## config.mk

```make
export PLATFORM = sky130hd
export DESIGN_NAME = wb_stage
export DESIGN_NICKNAME = d
export VERILOG_FILES = /design/src/rtl/wb_stage_pkg.sv /design/src/rtl/wb_stage_load_ext.sv /design/src/rtl/wb_stage.sv
export SDC_FILE = /design/constraint.sdc
export NUM_CORES = 1
export LEC_CHECK = 0
export BUFFER_PORTS_ARGS = -buffer_cell sky130_fd_sc_hd__buf_4
export CAP_MARGIN = 20
export CORE_MARGIN = 1.5
export CORE_UTILIZATION = 53
export CTS_CLUSTER_SIZE = 8
export DETAILED_ROUTE_END_ITERATION = 8
export PLACE_DENSITY = 0.89
export SETUP_SLACK_MARGIN = 0.15
export SLEW_MARGIN = 20
export SYNTH_ARGS = -nofsm -noshare
export SYNTH_HDL_FRONTEND = slang
export SYNTH_SLANG_ARGS = --single-unit
```

## constraint.sdc

```tcl
create_clock -name clk -period 3.37 [get_ports clk]
set_input_delay 0.5055 -clock clk [delete_from_list [all_inputs] [get_ports clk]]
set_output_delay 0.5055 -clock clk [all_outputs]
set_load 0.01 [all_outputs]
```

## src/rtl/wb_stage_pkg.sv

```systemverilog
// Shared definitions for the dCPU writeback stage: enable levels, load funct3
// codes, register/data widths and the write-port source selector.
`ifndef WB_STAGE_DEFINES
`define WB_STAGE_DEFINES
`define ENABLE  1'b1
`define DISABLE 1'b0
`define LB      3'b000
`define LH      3'b001
`define LW      3'b010
`define LBU     3'b100
`define LHU     3'b101
`endif

package wb_stage_pkg;

  localparam int REG_AW = 5;
  localparam int DATA_W = 32;

  typedef enum logic [2:0] {
    F3_LB  = `LB,
    F3_LH  = `LH,
    F3_LW  = `LW,
    F3_LBU = `LBU,
    F3_LHU = `LHU
  } ld_funct3_e;

  typedef enum logic [1:0] {
    SEL_IDLE = 2'd0,
    SEL_ALU  = 2'd1,
    SEL_LOAD = 2'd2
  } wr_sel_e;

endpackage

```

## src/rtl/wb_stage_load_ext.sv

```systemverilog
// Combinational load extender: picks the addressed byte/halfword out of an
// aligned memory word and sign- or zero-extends it to a full register.
module load_ext
  import wb_stage_pkg::*;
(
  input  logic [2:0]        funct3,
  input  logic [1:0]        off,
  input  logic [DATA_W-1:0] word,
  output logic [DATA_W-1:0] ext
);

  logic signed [7:0]  byte_s;
  logic signed [15:0] half_s;

  always_comb begin
    byte_s = '0;
    case (off)
      2'd0:    byte_s = word[7:0];
      2'd1:    byte_s = word[15:8];
      2'd2:    byte_s = word[23:16];
      default: byte_s = word[31:24];
    endcase
    half_s = off[1] ? word[31:16] : word[15:0];
  end

  always_comb begin
    ext = word;
    case (funct3)
      F3_LB:   ext = DATA_W'(byte_s);
      F3_LBU:  ext = {{(DATA_W-8){1'b0}}, byte_s};
      F3_LH:   ext = DATA_W'(half_s);
      F3_LHU:  ext = {{(DATA_W-16){1'b0}}, half_s};
      default: ext = word;
    endcase
  end

endmodule

```

## src/rtl/wb_stage.sv

```systemverilog
// Writeback stage: arbitrates ALU results against a one-entry load buffer for
// the register file write port and tracks in-flight load destinations.
module wb_stage
  import wb_stage_pkg::*;
#(
  parameter int STARVE_LIMIT = 4
) (
  input  logic              clk,
  input  logic              rst_n,
  input  logic              alu_valid,
  input  logic [4:0]        alu_rd,
  input  logic [31:0]       alu_data,
  output logic              alu_stall,
  input  logic              ld_valid,
  output logic              ld_ready,
  input  logic [4:0]        ld_rd,
  input  logic [31:0]       ld_data,
  input  logic [2:0]        ld_funct3,
  input  logic [1:0]        ld_off,
  input  logic              ld_issue,
  input  logic [4:0]        ld_issue_rd,
  input  logic [4:0]        rs_addr1,
  input  logic [4:0]        rs_addr2,
  output logic              rs1_busy,
  output logic              rs2_busy,
  output logic              wren,
  output logic [4:0]        rd_addr,
  output logic [31:0]       reg_data
);

  localparam int CW = $clog2(STARVE_LIMIT + 1);
  localparam logic [CW-1:0] LIMIT_C = CW'(STARVE_LIMIT);

  function automatic logic [CW-1:0] sat_inc(input logic [CW-1:0] v);
    return (v == LIMIT_C) ? v : v + CW'(1);
  endfunction

  logic                buf_full;
  logic [REG_AW-1:0]   buf_rd_p0;
  logic [DATA_W-1:0]   buf_data_p0;
  logic [CW-1:0]       starve_cnt;
  logic [31:0]         busy;
  logic [31:0]         busy_nxt;
  logic                wb_is_load;
  logic [DATA_W-1:0]   ext_data;

  wr_sel_e             sel;
  logic                force_drain;
  logic                drain;
  logic                accept;
  logic [REG_AW-1:0]   wr_rd;
  logic [DATA_W-1:0]   wr_data;

  load_ext u_load_ext (
    .funct3 (ld_funct3),
    .off    (ld_off),
    .word   (ld_data),
    .ext    (ext_data)
  );

  // Arbitration: a starved buffer wins unconditionally, otherwise the ALU has priority.
  always_comb begin
    force_drain = buf_full && (starve_cnt == LIMIT_C);
    sel         = SEL_IDLE;
    if (force_drain)    sel = SEL_LOAD;
    else if (alu_valid) sel = SEL_ALU;
    else if (buf_full)  sel = SEL_LOAD;
    drain   = (sel == SEL_LOAD);
    accept  = ld_valid && !buf_full;
    wr_rd   = drain ? buf_rd_p0 : alu_rd;
    wr_data = drain ? buf_data_p0 : alu_data;
  end

  assign ld_ready  = !buf_full;
  assign alu_stall = force_drain;

  // ---- stage p0: load buffer and starvation control ----
  always_ff @(posedge clk or negedge rst_n) begin
    if (!rst_n) begin
      buf_full   <= `DISABLE;
      starve_cnt <= '0;
    end else begin
      if (accept)     buf_full <= `ENABLE;
      else if (drain) buf_full <= `DISABLE;

      if (drain)                      starve_cnt <= '0;
      else if (buf_full && alu_valid) starve_cnt <= sat_inc(starve_cnt);
    end
  end

  always_ff @(posedge clk) begin
    if (accept) begin
      buf_rd_p0   <= ld_rd;
      buf_data_p0 <= ext_data;
    end
  end

  // ---- stage p1: register file write port ----
  always_ff @(posedge clk or negedge rst_n) begin
    if (!rst_n) begin
      wren       <= `DISABLE;
      rd_addr    <= '0;
      reg_data   <= '0;
      wb_is_load <= `DISABLE;
    end else begin
      wren       <= (sel != SEL_IDLE) && (wr_rd != '0);
      wb_is_load <= drain && (buf_rd_p0 != '0);
      if (sel != SEL_IDLE) begin
        rd_addr  <= wr_rd;
        reg_data <= wr_data;
      end
    end
  end

  // Scoreboard: a same-cycle issue to the retiring register keeps it busy.
  always_comb begin
    busy_nxt = busy;
    if (wren && wb_is_load) busy_nxt[rd_addr] = 1'b0;
    if (ld_issue)           busy_nxt[ld_issue_rd] = 1'b1;
    busy_nxt[0] = 1'b0;
  end

  always_ff @(posedge clk or negedge rst_n) begin
    if (!rst_n) busy <= '0;
    else        busy <= busy_nxt;
  end

  assign rs1_busy = busy[rs_addr1];
  assign rs2_busy = busy[rs_addr2];

endmodule

```

# After elaboration in Yosys (flattened, before gate mapping)
# Cells that the tools add are included.
totals:
  inputBits: 99
  reg_bits: 111
op_classes:
  addsub: 1
  eq_ne: 8
  n_bitwise: 3
  muxes: 23
  n_reduce_logical: 17
  order_cmp: 6
ops:
  columns: ["operator", "count"]
  rows:
  - ["one-hot mux 32 bit (4 select lines)", 1]
  - ["two-way mux 32 bit", 3]
  - ["bitwise AND 32 bit", 1]
  - ["NOT 32 bit", 1]
  - ["bitwise OR 32 bit", 1]
  - ["less-than comparator 5 x 6 -> 1 bit, second input constant", 4]
  - ["one-hot mux 8 bit (3 select lines)", 1]
  - ["two-way mux 16 bit", 1]
  - ["binary-select mux 1 bit (select 5 bit)", 2]
  - ["demux 1 bit (select 5 bit)", 2]
  - [">= comparator 5 x 1 -> 1 bit, second input constant", 2]
  - ["nonzero test 5 bit", 2]
  - ["== test 3 bit, second input constant", 3]
  - ["two-way mux 3 bit", 3]
  - ["logical AND 1 bit", 8]
  - ["two-way mux 1 bit", 6]
  - ["two-way mux 2 bit", 3]
  - ["nonzero test 2 bit", 3]
  - ["two-way mux 5 bit", 1]
  - ["== test 2 bit, second input constant", 2]
  - ["adder 3 x 1 -> 3 bit, second input constant", 1]
  - ["== test 3 x 1 -> 1 bit, second input constant", 1]
  - ["logical NOT 3 bit", 1]
  - ["== test 2 x 1 -> 1 bit, second input constant", 1]
  - ["other kinds (4)", 4]

# Depth between registers and ports, before layout
logic_depth:
  ltp_word: 9
  ltp_mapped: 8

# Modules after synthesis
# Synthesis repeated with hierarchy kept, for this count alone.
hier_totals:
  cells_unflattened: 555
  area_unflattened_um2: 5918.2
modules_own_cells:
  columns: ["mod", "seq_area_each_um2", "cells_per_inst", "area_each_um2", "n_inst"]
  rows:
  - ["wb_stage", 2962.8, 422, 4948.5, 1]
  - ["load_ext", 0.0, 133, 969.7, 1]

# Worst setup path after synthesis
# OpenSTA, ideal clock, no wires.
synth_path:
  path_kind: "reg-to-reg"
  start: "register buf_full"
  end: "register buf_data_p0[0], enable pin"
  period_less_slack_ps: 2675
  setup_time_ps: 436
  stages_incl_launch_ff: 3
  t_arrival_ps: 2239
  required_time_ps: 2934
  path_slack_ps: 695
  path_cell_list: "dfrtp_1 clkbuf_1 nor2b_1"
synth_between:
  elab_chain_cells: 2
synth_rtl:
  columns: ["element", "line_no", "rtl"]
  rows:
  - ["from (decl)", "wb_stage.sv:38", "logic buf_full;"]
  - ["from (signal assigned)", "wb_stage.sv:80", "buf_full <= `DISABLE;"]
  - ["from (signal assigned)", "wb_stage.sv:83", "if (accept) buf_full <= `ENABLE;"]
  - ["from (signal assigned)", "wb_stage.sv:84", "else if (drain) buf_full <= `DISABLE;"]
  - ["logical NOT 1 bit", "wb_stage.sv:69", "accept = ld_valid && !buf_full;"]
  - ["logical AND 1 bit", "wb_stage.sv:69", null]
  - ["via accept", "wb_stage.sv:50", "logic accept;"]
  - ["to (signal assigned)", "wb_stage.sv:94", "buf_data_p0 <= ext_data;"]
  - ["to (decl)", "wb_stage.sv:40", "logic [DATA_W-1:0] buf_data_p0;"]
# The timed path passes the listed nets, and every way through them passes these cells.
# A chain may end at the register's enable or synchronous reset.

# Worst setup path after layout
layout_path:
  start: "register busy[5]"
  end: "output port rs2_busy"
layout_between:
  elab_chain_cells: 2
layout_rtl:
  columns: ["element", "line_no", "rtl"]
  rows:
  - ["from (decl)", "wb_stage.sv:42", "logic [31:0] busy;"]
  - ["from (signal assigned)", "wb_stage.sv:125", "else busy <= busy_nxt;"]
  - ["binary-select mux 1 bit (select 5 bit)", "wb_stage.sv:129", "assign rs2_busy = busy[rs_addr2];"]
  - ["two-way mux 1 bit (implied by the code)", "wb_stage.sv:129", null]
  - ["to (decl)", "wb_stage.sv:25", "output logic rs2_busy,"]
# Every way passes these cells. The select of a mux whose other input is x is not followed.

==> parameters.txt <==
Parameter                              Value

Worst hold path
  Hold WC Path Type ... primary input to asynchronous set/reset pin

Critical path
  Critical Path Slowest Stage Cell ... mux4_2
  Required time of the critical path ... 2.86 ns
  Critical Path Sink Type ... output port
  CP Max Fanout ... 3
  Arrival time reported for the critical path endpoint ... 1.84 ns
  Critical path's largest stage delay ... 0.48 ns
  Critical-path cell list ... mux4_2 -> nand2b_1 -> o211ai_1 -> nand4_1 -> buf_4
  Type of origin of the critical path ... flip-flop
  Path type of the worst setup path ... flip-flop to output port
  Critical path's top delay family ... multiplexers
  Bufs and invs on worst path ... 1

Clocking
  TritonCTS clock tree ... built
  CTS-repair resized insts ... 0
  Number of buffers inserted during clock tree synthesis ... 9
  Maximum root-to-sink buffer count ... 2
  Clock sinks ... 111
  Count of hold-fix buffers inserted at cts ... 0
  Post-CTS setup buffer count ... 0
  CTS clk-pin slew, worst paths ... 0.10 ns
  Source-to-sink clock delay at the later pin of the worst-skew pair ... 0.37 ns
  Clock H-tree levels ... 3
  Root Buffer Master ... clkbuf_8

Route
  Initial detailed-routing violation count ... 362
  Wire length per cell after detailed routing ... 19.6 microns
  Routed Wire Length ... 15500 microns
  Antenna violation net count after detailed routing ... 0
  Via density per instance ... 6.20
  Via count ... 4916
  Pre-Repair DR Iteration Count ... 5
  Drc violations ... 0

Global routing
  Wire length of the first global-routing pass ... 24300 microns
  Pin count of the biggest net entering global routing ... 75
  Via count of the first global-routing pass ... 4810
  Total GRT Usage ... 0.274
  Total global routing overflow ... 0
  Number of antenna violations at the first check in global routing ... 0

Layout
  Syn-to-layout area delta ... 21.4%
  Post-route cell area ... 7030 sq um
  Diode count ... 0
  Nets ... 753
  Final design utilization ... 0.672
  Non-Filler Instances ... 793
  Layout cell share with drive strength beyond 1 ... 0.283

STA
  Post-layout min period ... 2.34 ns
  Hold slack final ... 0.257 ns
  Total negative slack ... 0 ns
  Count of final setup violators ... 0
  Maximum clock frequency ... 427 MHz
  Worst slew margin ... 0.292
  Final critical-path share of the clock period ... 0.695
  Endpoints failing hold ... 0
  Worst Skew ... 0.0135 ns
  Setup repair after global routing missed its margin ... false
  Pin slew with the least headroom to its limit ... 1.06 ns
  Slew Viols, Final ... 0

Logic synthesis
  EDFF count, synth ... 37
  Sequential-to-total area share from yosys stat ... 0.511
  Post-synthesis cell type with the largest combined area ... dfrtp_1
  Total nets after synthesis ... 638
  Flip-flop and latch count after synthesis ... 111
  Area contributors post-synth ... dfrtp_1 (32%), edfxtp_1 (19%), mux2i_1 (7.4%)
  Share of async-settable or async-resettable flops after synthesis ... 0.667
  Top post-synthesis cells by count ... dfrtp_1 (74), o21ai_0 (70), nand2_1 (50)
  Mapped cell area ... 5790 sq um
  Number of cells produced by synthesis ... 537
  Library cells used by synthesis ... 38
  Cell with the most instances after synthesis ... dfrtp_1
  Warning count from the yosys run ... 0
  Primary FF master, synth ... dfrtp_1
  Area share of the largest cell type after synthesis ... 0.320
  Post-Syn Area per Cell ... 10.8 sq um

Floorplan
  Core Rows ... 37
  DIE WIDTH ... 108 microns
  Core Area ... 10500 sq um
  Die area ... 11600 sq um
  Starting utilization of the core area ... 0.554
  Top Ports ... 141
  Die Ht ... 108 microns

Flow run
  Max Cap Violations ... 0

Power
  Worst voltage drop across the vdd grid ... 307 uV
  Total power divided by cell area ... 508 nW/um^2
  Pleak ... 2.95 nW

Placed design
  Placement Cell Area ... 6860 sq um
  Placed cells ... 777
  Count of port buffers added during placement ... 140
  Hpwl dp ... 11300 microns
  Global placement routability congestion ... 0.907

Run status
  Result of the run ... completed
-- kinds of logic (layout without fill, tap and decap cells) --
| family | Yosys count | count (layout) | share of synthesized area |
|---|---|---|---|
| mux | 58 | 58 | 0.135 |
| flops | 111 | 111 | 0.511 |
| compound gates | 167 | 167 | 0.186 |
| simple gates | 148 | 148 | 0.123 |
| fa+ha+maj | 2 | 2 | 0.00432 |
| buf+inv | 51 | 171 | 0.0400 |
-- cells in the final DEF, fill, tap and decap left out, types with 10 or more instances in the layout --
cell type / netlist / layout
nand2_1: 50 / 49
a211o_1: 14 / 14
inv_1: 13 / 13
nand3_1: 12 / 12
mux2i_1: 43 / 43
buf_4: 0 / 142
nor2_1: 41 / 41
o22ai_1: 10 / 10
o221a_2: 14 / 14
a21oi_1: 31 / 31
o21ai_0: 70 / 70
nor2b_1: 14 / 13
edfxtp_1: 37 / 37
dfrtp_1: 74 / 73
-- routing by layer --
layer / vias to the layer above / track usage / wire (microns)
met1: 2350 / 0.348 / 6050
met2: 276 / 0.467 / 7680
met3: 46 / 0.0508 / 1330
met5: - / 0 / 0
met4: 0 / 0.103 / 472
li1: 2244 / - / -
-- through the flow --
step | setup slack (ns) | total power, mW
2_1_floorplan | 0.695 | 2.40
3_3_place_gp | 1.21 | 2.79
3_5_place_dp | 1.17 | 2.85
4_1_cts | 1.05 | 3.56
5_1_grt | 0.963 | 3.73
6_report | 1.03 | 3.57
-- area by class of cell --
cell class                      instances  area, sq um
Clock buffer                           11          131
Tap cell                              136          170
Sequential cell                       111         2960
Fill cell                             808         3430
Multi-Input combinational cell        375         2610
Timing Repair Buffer                  142         1070
Inverter                               13         48.8
Clock inverter                          5         41.3
-- report_power, final --
group          switching [mW]  internal (mW)
registers               0.202           1.66
clock network           0.456          0.279
logic                   0.493          0.488
total                    1.15           2.42
-- state kept, by name, summed over array words and instances, names as in the netlist --
name	count
rd_addr	5
wren	1
buf_rd_p0	5
reg_data	32
busy	31
wb_is_load	1
starve_cnt	3
buf_full	1
buf_data_p0	32
-- final timing paths --
kind / from / to / slack (ns) / cells after the start
min in group clk: ld_rd[4] / buf_rd_p0[4] / 0.30 / 1
worst min-delay path: rst_n / reg_data[12] / 0.26 / 1
max in group asynchronous: rst_n / buf_full / 2.48 / 1
worst min register to register: starve_cnt[2] / starve_cnt[2] / 0.49 / 1
worst max register to register: buf_full / reg_data[12] / 1.26 / 3
worst max-delay path: busy[5] / rs2_busy / 1.03 / 5
(Power assumes the default switching activity.)
